==> src/rtl/alu_pkg.sv <==
// Shared ALU field layout for the switch bank and the conditioner's state encoding.
// The switch-to-operand mapping lives here so the ALU and display stages agree on it.
package alu_pkg;

    localparam int unsigned ALU_W     = 4;
    localparam int unsigned OP_W      = 2;
    localparam int unsigned A_LSB     = 0;
    localparam int unsigned B_LSB     = 4;
    localparam int unsigned M_BIT     = 8;
    localparam int unsigned OP_LSB    = 9;
    localparam int unsigned FIELD_MSB = OP_LSB + OP_W - 1;

    typedef logic [OP_W-1:0] alu_op_t;

    typedef struct packed {
        alu_op_t          sel;
        logic             m;
        logic [ALU_W-1:0] b;
        logic [ALU_W-1:0] a;
    } alu_fields_t;

    typedef enum logic {
        ST_IDLE   = 1'b0,
        ST_SETTLE = 1'b1
    } cond_state_t;

    // Split the low switch bits into ALU operand fields
    function automatic alu_fields_t decode_fields(input logic [FIELD_MSB:0] sw);
        alu_fields_t f;
        f.a   = sw[A_LSB +: ALU_W];
        f.b   = sw[B_LSB +: ALU_W];
        f.m   = sw[M_BIT];
        f.sel = sw[OP_LSB +: OP_W];
        return f;
    endfunction

endpackage

==> src/rtl/bit_sync.sv <==
// Per-bit flip-flop chain bringing an asynchronous vector into the clk domain.
// Stages are plain flops back to back; o_q is the last stage.
module bit_sync #(
    parameter int unsigned WIDTH  = 16,
    parameter int unsigned STAGES = 2
) (
    input  logic             clk,
    input  logic             rst_n,
    input  logic [WIDTH-1:0] i_d,
    output logic [WIDTH-1:0] o_q
);

    logic [WIDTH-1:0] r_chain [STAGES];

    always_ff @(posedge clk or negedge rst_n) begin
        if (!rst_n) begin
            for (int i = 0; i < int'(STAGES); i++) begin
                r_chain[i] <= '0;
            end
        end else begin
            r_chain[0] <= i_d;
            for (int i = 1; i < int'(STAGES); i++) begin
                r_chain[i] <= r_chain[i-1];
            end
        end
    end

    assign o_q = r_chain[STAGES-1];

endmodule

==> src/rtl/alu_input_conditioner.sv <==
// Synchronises and debounces the slide switches as one vector, then publishes the
// stable image, its ALU operand fields, and a pulse/count on every accepted change.
module alu_input_conditioner
    import alu_pkg::*;
#(
    parameter int unsigned SW_WIDTH        = 16,
    parameter int unsigned SYNC_STAGES     = 2,
    parameter int unsigned DEBOUNCE_CYCLES = 1000000,
    parameter int unsigned CNT_WIDTH       = 8
) (
    input  logic                 CLK100MHZ,
    input  logic                 CPU_RESETN,
    input  logic [SW_WIDTH-1:0]  sw_raw,
    output logic [SW_WIDTH-1:0]  sw_stable,
    output logic [ALU_W-1:0]     op_a,
    output logic [ALU_W-1:0]     op_b,
    output logic                 op_m,
    output alu_op_t              op_sel,
    output logic                 upd_pulse,
    output logic [CNT_WIDTH-1:0] upd_count,
    output logic                 settling
);

    localparam int unsigned   CNT_W    = (DEBOUNCE_CYCLES > 1) ? $clog2(DEBOUNCE_CYCLES) : 1;
    localparam logic [CNT_W-1:0] LAST_CNT = CNT_W'(DEBOUNCE_CYCLES - 1);

    logic [SW_WIDTH-1:0]  w_sw_sync;
    logic [SW_WIDTH-1:0]  r_sw_stable;
    logic [SW_WIDTH-1:0]  r_cand;
    logic [CNT_W-1:0]     r_cnt;
    logic                 r_upd_pulse;
    logic [CNT_WIDTH-1:0] r_upd_count;
    logic                 r_settling;
    cond_state_t          r_state;
    alu_fields_t          w_fields;

    bit_sync #(
        .WIDTH  (SW_WIDTH),
        .STAGES (SYNC_STAGES)
    ) u_sync (
        .clk   (CLK100MHZ),
        .rst_n (CPU_RESETN),
        .i_d   (sw_raw),
        .o_q   (w_sw_sync)
    );

    // Qualify a candidate vector over a full window; any bounce restarts the window
    always_ff @(posedge CLK100MHZ or negedge CPU_RESETN) begin
        if (!CPU_RESETN) begin
            r_state     <= ST_IDLE;
            r_sw_stable <= '0;
            r_cand      <= '0;
            r_cnt       <= '0;
            r_upd_pulse <= 1'b0;
            r_upd_count <= '0;
            r_settling  <= 1'b0;
        end else begin
            r_upd_pulse <= 1'b0;
            case (r_state)
                ST_IDLE: begin
                    r_settling <= 1'b0;
                    if (w_sw_sync != r_sw_stable) begin
                        r_cand     <= w_sw_sync;
                        r_cnt      <= '0;
                        r_settling <= 1'b1;
                        r_state    <= ST_SETTLE;
                    end
                end
                ST_SETTLE: begin
                    if (w_sw_sync != r_cand) begin
                        r_cand <= w_sw_sync;
                        r_cnt  <= '0;
                    end else if (r_cnt == LAST_CNT) begin
                        if (r_cand != r_sw_stable) begin
                            r_sw_stable <= r_cand;
                            r_upd_pulse <= 1'b1;
                            r_upd_count <= r_upd_count + CNT_WIDTH'(1);
                        end
                        r_settling <= 1'b0;
                        r_state    <= ST_IDLE;
                    end else begin
                        r_cnt <= r_cnt + CNT_W'(1);
                    end
                end
                default: begin
                    r_settling <= 1'b0;
                    r_state    <= ST_IDLE;
                end
            endcase
        end
    end

    // Operand fields are straight slices of the stable image
    assign w_fields  = decode_fields(r_sw_stable[FIELD_MSB:0]);

    assign sw_stable = r_sw_stable;
    assign op_a      = w_fields.a;
    assign op_b      = w_fields.b;
    assign op_m      = w_fields.m;
    assign op_sel    = w_fields.sel;
    assign upd_pulse = r_upd_pulse;
    assign upd_count = r_upd_count;
    assign settling  = r_settling;

endmodule

==> config.mk <==
export PLATFORM = sky130hd
export DESIGN_NAME = alu_input_conditioner
export DESIGN_NICKNAME = d
export VERILOG_FILES = /design/src/rtl/alu_pkg.sv /design/src/rtl/bit_sync.sv /design/src/rtl/alu_input_conditioner.sv
export SDC_FILE = /design/constraint.sdc
export NUM_CORES = 1
export LEC_CHECK = 0
export ABC_AREA = 1
export ABC_CLOCK_PERIOD_IN_PS = 2200
export CORE_ASPECT_RATIO = 0.9
export CORE_MARGIN = 2
export CORE_UTILIZATION = 56
export DETAILED_ROUTE_END_ITERATION = 16
export PLACE_DENSITY = 0.85
export SYNTH_ARGS = -nofsm -noshare
export SYNTH_HDL_FRONTEND = slang
export SYNTH_SLANG_ARGS = --single-unit
==> constraint.sdc <==
create_clock -name CLK100MHZ -period 2.2 [get_ports CLK100MHZ]
set_input_delay 0.44 -clock CLK100MHZ [delete_from_list [all_inputs] [get_ports CLK100MHZ]]
set_output_delay 0.44 -clock CLK100MHZ [all_outputs]
set_load 0.01 [all_outputs]
==> Word level (Yosys, flattened, before mapping) <==
Index checks and enable logic that the tools add are counted.
{ "word_totals": {"regBits": 95, "in_bits": 18, "out_inout_bits": 37} }
{ "classes": {"add_sub_neg": 2, "eq_ne": 9, "mux": 18, "n_bitwise": 2, "n_reduce_logical": 4} }
{ "op_table": {"columns": ["cell", "n"], "rows": [
  ["20-bit 2-to-1 mux", 3],
  ["16-bit != test", 3],
  ["20-bit case mux with 2 select lines", 1],
  ["16-bit 2-to-1 mux", 2],
  ["16-bit case mux with 2 select lines", 1],
  ["20-bit by 1-bit adder with 20-bit output, second input constant", 1],
  ["20-bit equality test, second input constant", 1],
  ["1-bit 2-to-1 mux", 9],
  ["8-bit by 1-bit adder with 8-bit output, second input constant", 1],
  ["2-bit AND reduction", 3],
  ["2-bit by 1-bit != test with 1-bit output, second input constant", 2],
  ["2-bit != test, second input constant", 2],
  ["1-bit case mux with 2 select lines", 2],
  ["4-bit AND reduction", 1],
  ["3-bit != test, second input constant", 1],
  ["1-bit inverter", 2]
]} }

==> Longest topological paths before layout <==
{ "logic_depth": {"depth_word": 5, "mapped_depth": 14} }

==> By module <==
A second synthesis with hierarchy kept.
{ "hier_totals": {"hier_cells": 681, "area_unflattened_um2": 5129.9} }
{ "by_module_without_submodules": {"columns": ["mod", "n_inst", "cells_each", "area_each_um2"], "rows": [
  ["alu_input_conditioner", 1, 633, 4209.0],
  ["bit_sync", 1, 48, 920.9]
]} }

==> Worst setup path before layout <==
Ideal clock, no wire load.
{ "synth_path": {"path_kind": "reg2reg", "startpoint": "register r_cnt[0]", "endpoint": "register r_cnt[6]", "setup_ns": 0.118, "arrival_time_ns": 1.532, "t_required_ns": 2.082, "setup_slack_ns": 0.550, "path_stages_with_launch": 14, "n_path_buf": 1, "synth_period_minus_slack_ns": 1.650, "path_cell_list": "dfrtp_1 ha_1 nand2_1 inv_2 nand2_1 nor2_1 nand2_1 nor2_2 nand3_2 nand2_4 nand2_4 buf_6 nand2_1 o21ai_2"} }
{ "synth_via": {"elab_chain_len": 4, "elab_cells_between_ends": 7} }
{ "synth_lines": {"columns": ["item", "line_no", "text"], "rows": [
  ["start: declaration", "alu_input_conditioner.sv:30", "logic [CNT_W-1:0] r_cnt;"],
  ["start signal: assignment", "alu_input_conditioner.sv:82", "r_cnt <= r_cnt + CNT_W'(1);"],
  ["20-bit by 1-bit adder with 20-bit output", "alu_input_conditioner.sv:82", null],
  ["20-bit 2-to-1 mux", "alu_input_conditioner.sv:73", "end else if (r_cnt == LAST_CNT) begin"],
  ["20-bit 2-to-1 mux", "alu_input_conditioner.sv:70", "if (w_sw_sync != r_cand) begin"],
  ["20-bit case mux with 2 select lines", "alu_input_conditioner.sv:59", "case (r_state)"]
]} }
Several ways; a longest one is shown, not always the timed one. The select of a mux whose other input is x is not followed.
A chain may end at the register's enable or synchronous reset.

==> Worst setup path after layout <==
{ "layout_path": {"startpoint": "register r_cnt[1]", "endpoint": "register r_cnt[4]"} }
Same word-level chain as after synthesis.

==> flow_summary.ini <==
[drt]
drt_first_pass_iters = 5
via_per_inst = 5.10
postRouteAntennaNets = 0
finalWirelength_mm = 11.1
vias = 4170
drc = 0
drt_iter0_drc = 263
wl_per_cell_um = 13.6

[final_layout]
antennaDiodeCount = 0
fill_cells = 697
final_common_cell = nand2_1
stdcell_area_um2 = 5850
drive_above_1_share_pct = 7.31
final_cell_mix = nand2_1 (223), dfrtp_1 (95), inv_1 (74)
stdcell_count = 817
area_delta_synth_final_pct = 16.9
fin_nets = 713

[setup_path]
cp.buffers_inverters = 2
path_cells = ha_1 > nand2_1 > inv_2 > nand2_1 > nor2_1 > nand2_1 > nor2_2 > nand3_2 > nand2_8 > nand2_4 > nand2_1 > nand2_1 > inv_1
required_ns = 2.52
crit_fanout = 19
arrival_ns = 2.33
critical_path.slowest_cell = dfrtp_1
crit_type = reg -> reg
max_stage_delay_ns = 0.39
end_kind = flip-flop
crit_family = simple AND/OR/NAND/NOR gates
start_kind = flip-flop
path_common_cell = nand2_1

[floorplan]
dieArea_um2 = 9720
core-area_um2 = 8650
rows = 32
initial_utilization_pct = 57.9
top_level_ports = 55
die_h_um = 93.7
die_x_um = 104

[grt]
grt_pass1_wl_mm = 19.1
grt_overflow = 0
grt_usage_pct = 24.9
antenna_found_initial = 0
grt_max_degree = 46
grt_pass1_vias = 4060

[power]
power.total_mw = 3.32
power_density_nw_per_um2 = 567
sw_frac_of_total_pct = 24.0
p_sw_uw = 797
clock_power_share_pct = 38.7
pwr-share-seq_pct = 55.3
power.internal_mw = 2.52
vdd_drop_max_v = 0.000527
p_leak_nw = 3.00
combPwrFrac_pct = 6.0

[place]
dp.cells = 800
place_area_um2 = 5620
detailed_place_hpwl_mm = 7.93
place_congestion = 0.921
port_buffers = 54
place_ws_ns = 0.190

[timing]
drv_slew = 0
finalWorstSetupSlack_ns = 0.192
slew-limit-headroom_pct = 73.0
period_share_pct = 91.3
finalHoldViolCount = 0
fmax_mhz = 498
finalSetupViolations = 0
skew_ns = 0.0119
worst_slew_pin_slew_ns = 0.406
fin_setup_tns_ns = 0
min_period_ns = 2.01
rsz0062_at_grt = no

[clocking]
root_buffer = clkbuf_8
clock_latency_ns = 0.38
numCtsBuffers = 9
postCtsSetupRepairBufs = 0
cts_tree = done
h-tree-depth = 3
clkTransAtPathRegs_ns = 0.09
clock_sinks = 95
clk_path_buf_depth = 2

[logic_synthesis]
syn_nets = 664
ys_ff_latch = 95
seq_area_frac_synth_pct = 47.5
syn_inst = 644
syn-cell-area_um2 = 5010
synth.distinct_cells = 30
synth_flop_cell = dfrtp_1
synth_edf_count = 0
async_reset_ff_share_pct = 100
avgSynthCellArea_um2 = 7.78
yosys_warnings = 0

[min_path]
hold_path.class = reg -> reg

[job]
drv_cap = 0

[status]
status = finished, final reports clean
-- final cells by class --
cell class / count / area, um2 / area share [%]
Timing Repair Buffer: 63 / 633 / 10.8
Multi-Input combinational cell: 441 / 2160 / 37.0
Clock buffer: 10 / 128 / 2.18
Clock inverter: 6 / 91.3 / 1.56
Inverter: 83 / 312 / 5.32
Sequential cell: 95 / 2380 / 40.6
Tap cell: 119 / 149 / 2.54
-- cell usage after synthesis (2+ instances only) --
cell type,n,area (um2)
inv_1,74,278
o21ai_1,17,85.1
ha_1,2,25.0
a21oi_1,2,10.0
nand3b_1,2,15.0
xor2_1,31,272
inv_2,9,33.8
buf_4,15,113
nor2_1,50,188
o21ai_2,2,17.5
nand2_1,223,837
nand2_4,2,22.5
nor2_2,4,25.0
clkbuf_1,4,15.0
buf_2,4,20.0
nor3_1,2,10.0
nand3_1,38,190
nand4_1,9,56.3
xnor2_1,16,140
nand2_2,3,18.8
o21ai_0,29,145
dfrtp_1,95,2380
nor2_4,4,45.0
-- registers in the layout, indices dropped and copies added, names as in the netlist --
| register | flops |
|---|---|
| r_cnt | 20 |
| r_cand | 16 |
| sw_stable | 16 |
| u_sync.o_q | 16 |
| u_sync.r_chain | 16 |
| upd_count | 8 |
| r_state | 1 |
| settling | 1 |
| upd_pulse | 1 |
-- routing by layer --
| metal | global-route usage (%) | share of wire, % | up-vias |
|---|---|---|---|
| li1 | - | - | 2059 |
| met1 | 34.3 | 45 | 1924 |
| met2 | 40.2 | 46 | 171 |
| met3 | 5.83 | 7.5 | 16 |
| met4 | 6.76 | 1.5 | 0 |
| met5 | 0 | 0 | - |
-- final timing paths --
path                               startpoint            end  slack, ns  cells after the start
max                                  r_cnt[1]       r_cnt[4]       0.19                     13
min                        u_sync.r_chain[24]  u_sync.o_q[8]       0.35                      0
max reg2reg                          r_cnt[1]       r_cnt[4]       0.19                     13
min reg2reg                u_sync.r_chain[24]  u_sync.o_q[8]       0.35                      0
max in group asynchronous          CPU_RESETN      r_cnt[15]       1.04                      3
min in group asynchronous          CPU_RESETN     r_cand[15]       0.53                      2
-- logic make-up (layout without fill, tap and decap cells) --
kind of cell / count (synthesis) / count (layout) / synth area share, %
compound gates: 51 / 51 / 5.30
xor+xnor: 47 / 47 / 8.22
fa+ha+maj: 2 / 2 / 0.500
buf+inv: 108 / 162 / 9.50
flops: 95 / 95 / 47.5
simple gates: 341 / 341 / 29.0
-- through the flow --
stage               util, %  hold slack (ns)
floorplan                 -            0.144
global placement       64.9            0.333
detailed placement     64.9            0.336
CTS                    67.6            0.354
global route           67.7            0.356
finish                 67.7            0.349
-- repair_timing --
| action | in CTS | in global routing |
|---|---|---|
| resized for setup | 0 | 1 |
| hold buffers | 1 | 0 |
| setup endpoints to repair | 0 | 1 |
| hold endpoints to repair | 29 | 0 |
-- worst reg2reg max path: cells and delay by family, from the launching register on --
kind | cells | cell delay [ns]
buffers and inverters | 2 | 0.12
flip-flops | 1 | 0.39
adder cells (fa/ha/maj) | 1 | 0.19
AND/OR/NAND/NOR | 10 | 1.25
-- power groups by stage --
stage | clock [mW] | sequential (mW) | combinational, mW
2_1_floorplan | 0 | 1.86 | 0.107
3_3_place_gp | 0 | 1.87 | 0.193
3_5_place_dp | 0 | 1.87 | 0.197
4_1_cts | 1.31 | 1.83 | 0.200
5_1_grt | 1.38 | 1.84 | 0.229
6_report | 1.29 | 1.83 | 0.198
Note: power is estimated with default switching activity, not from simulation.
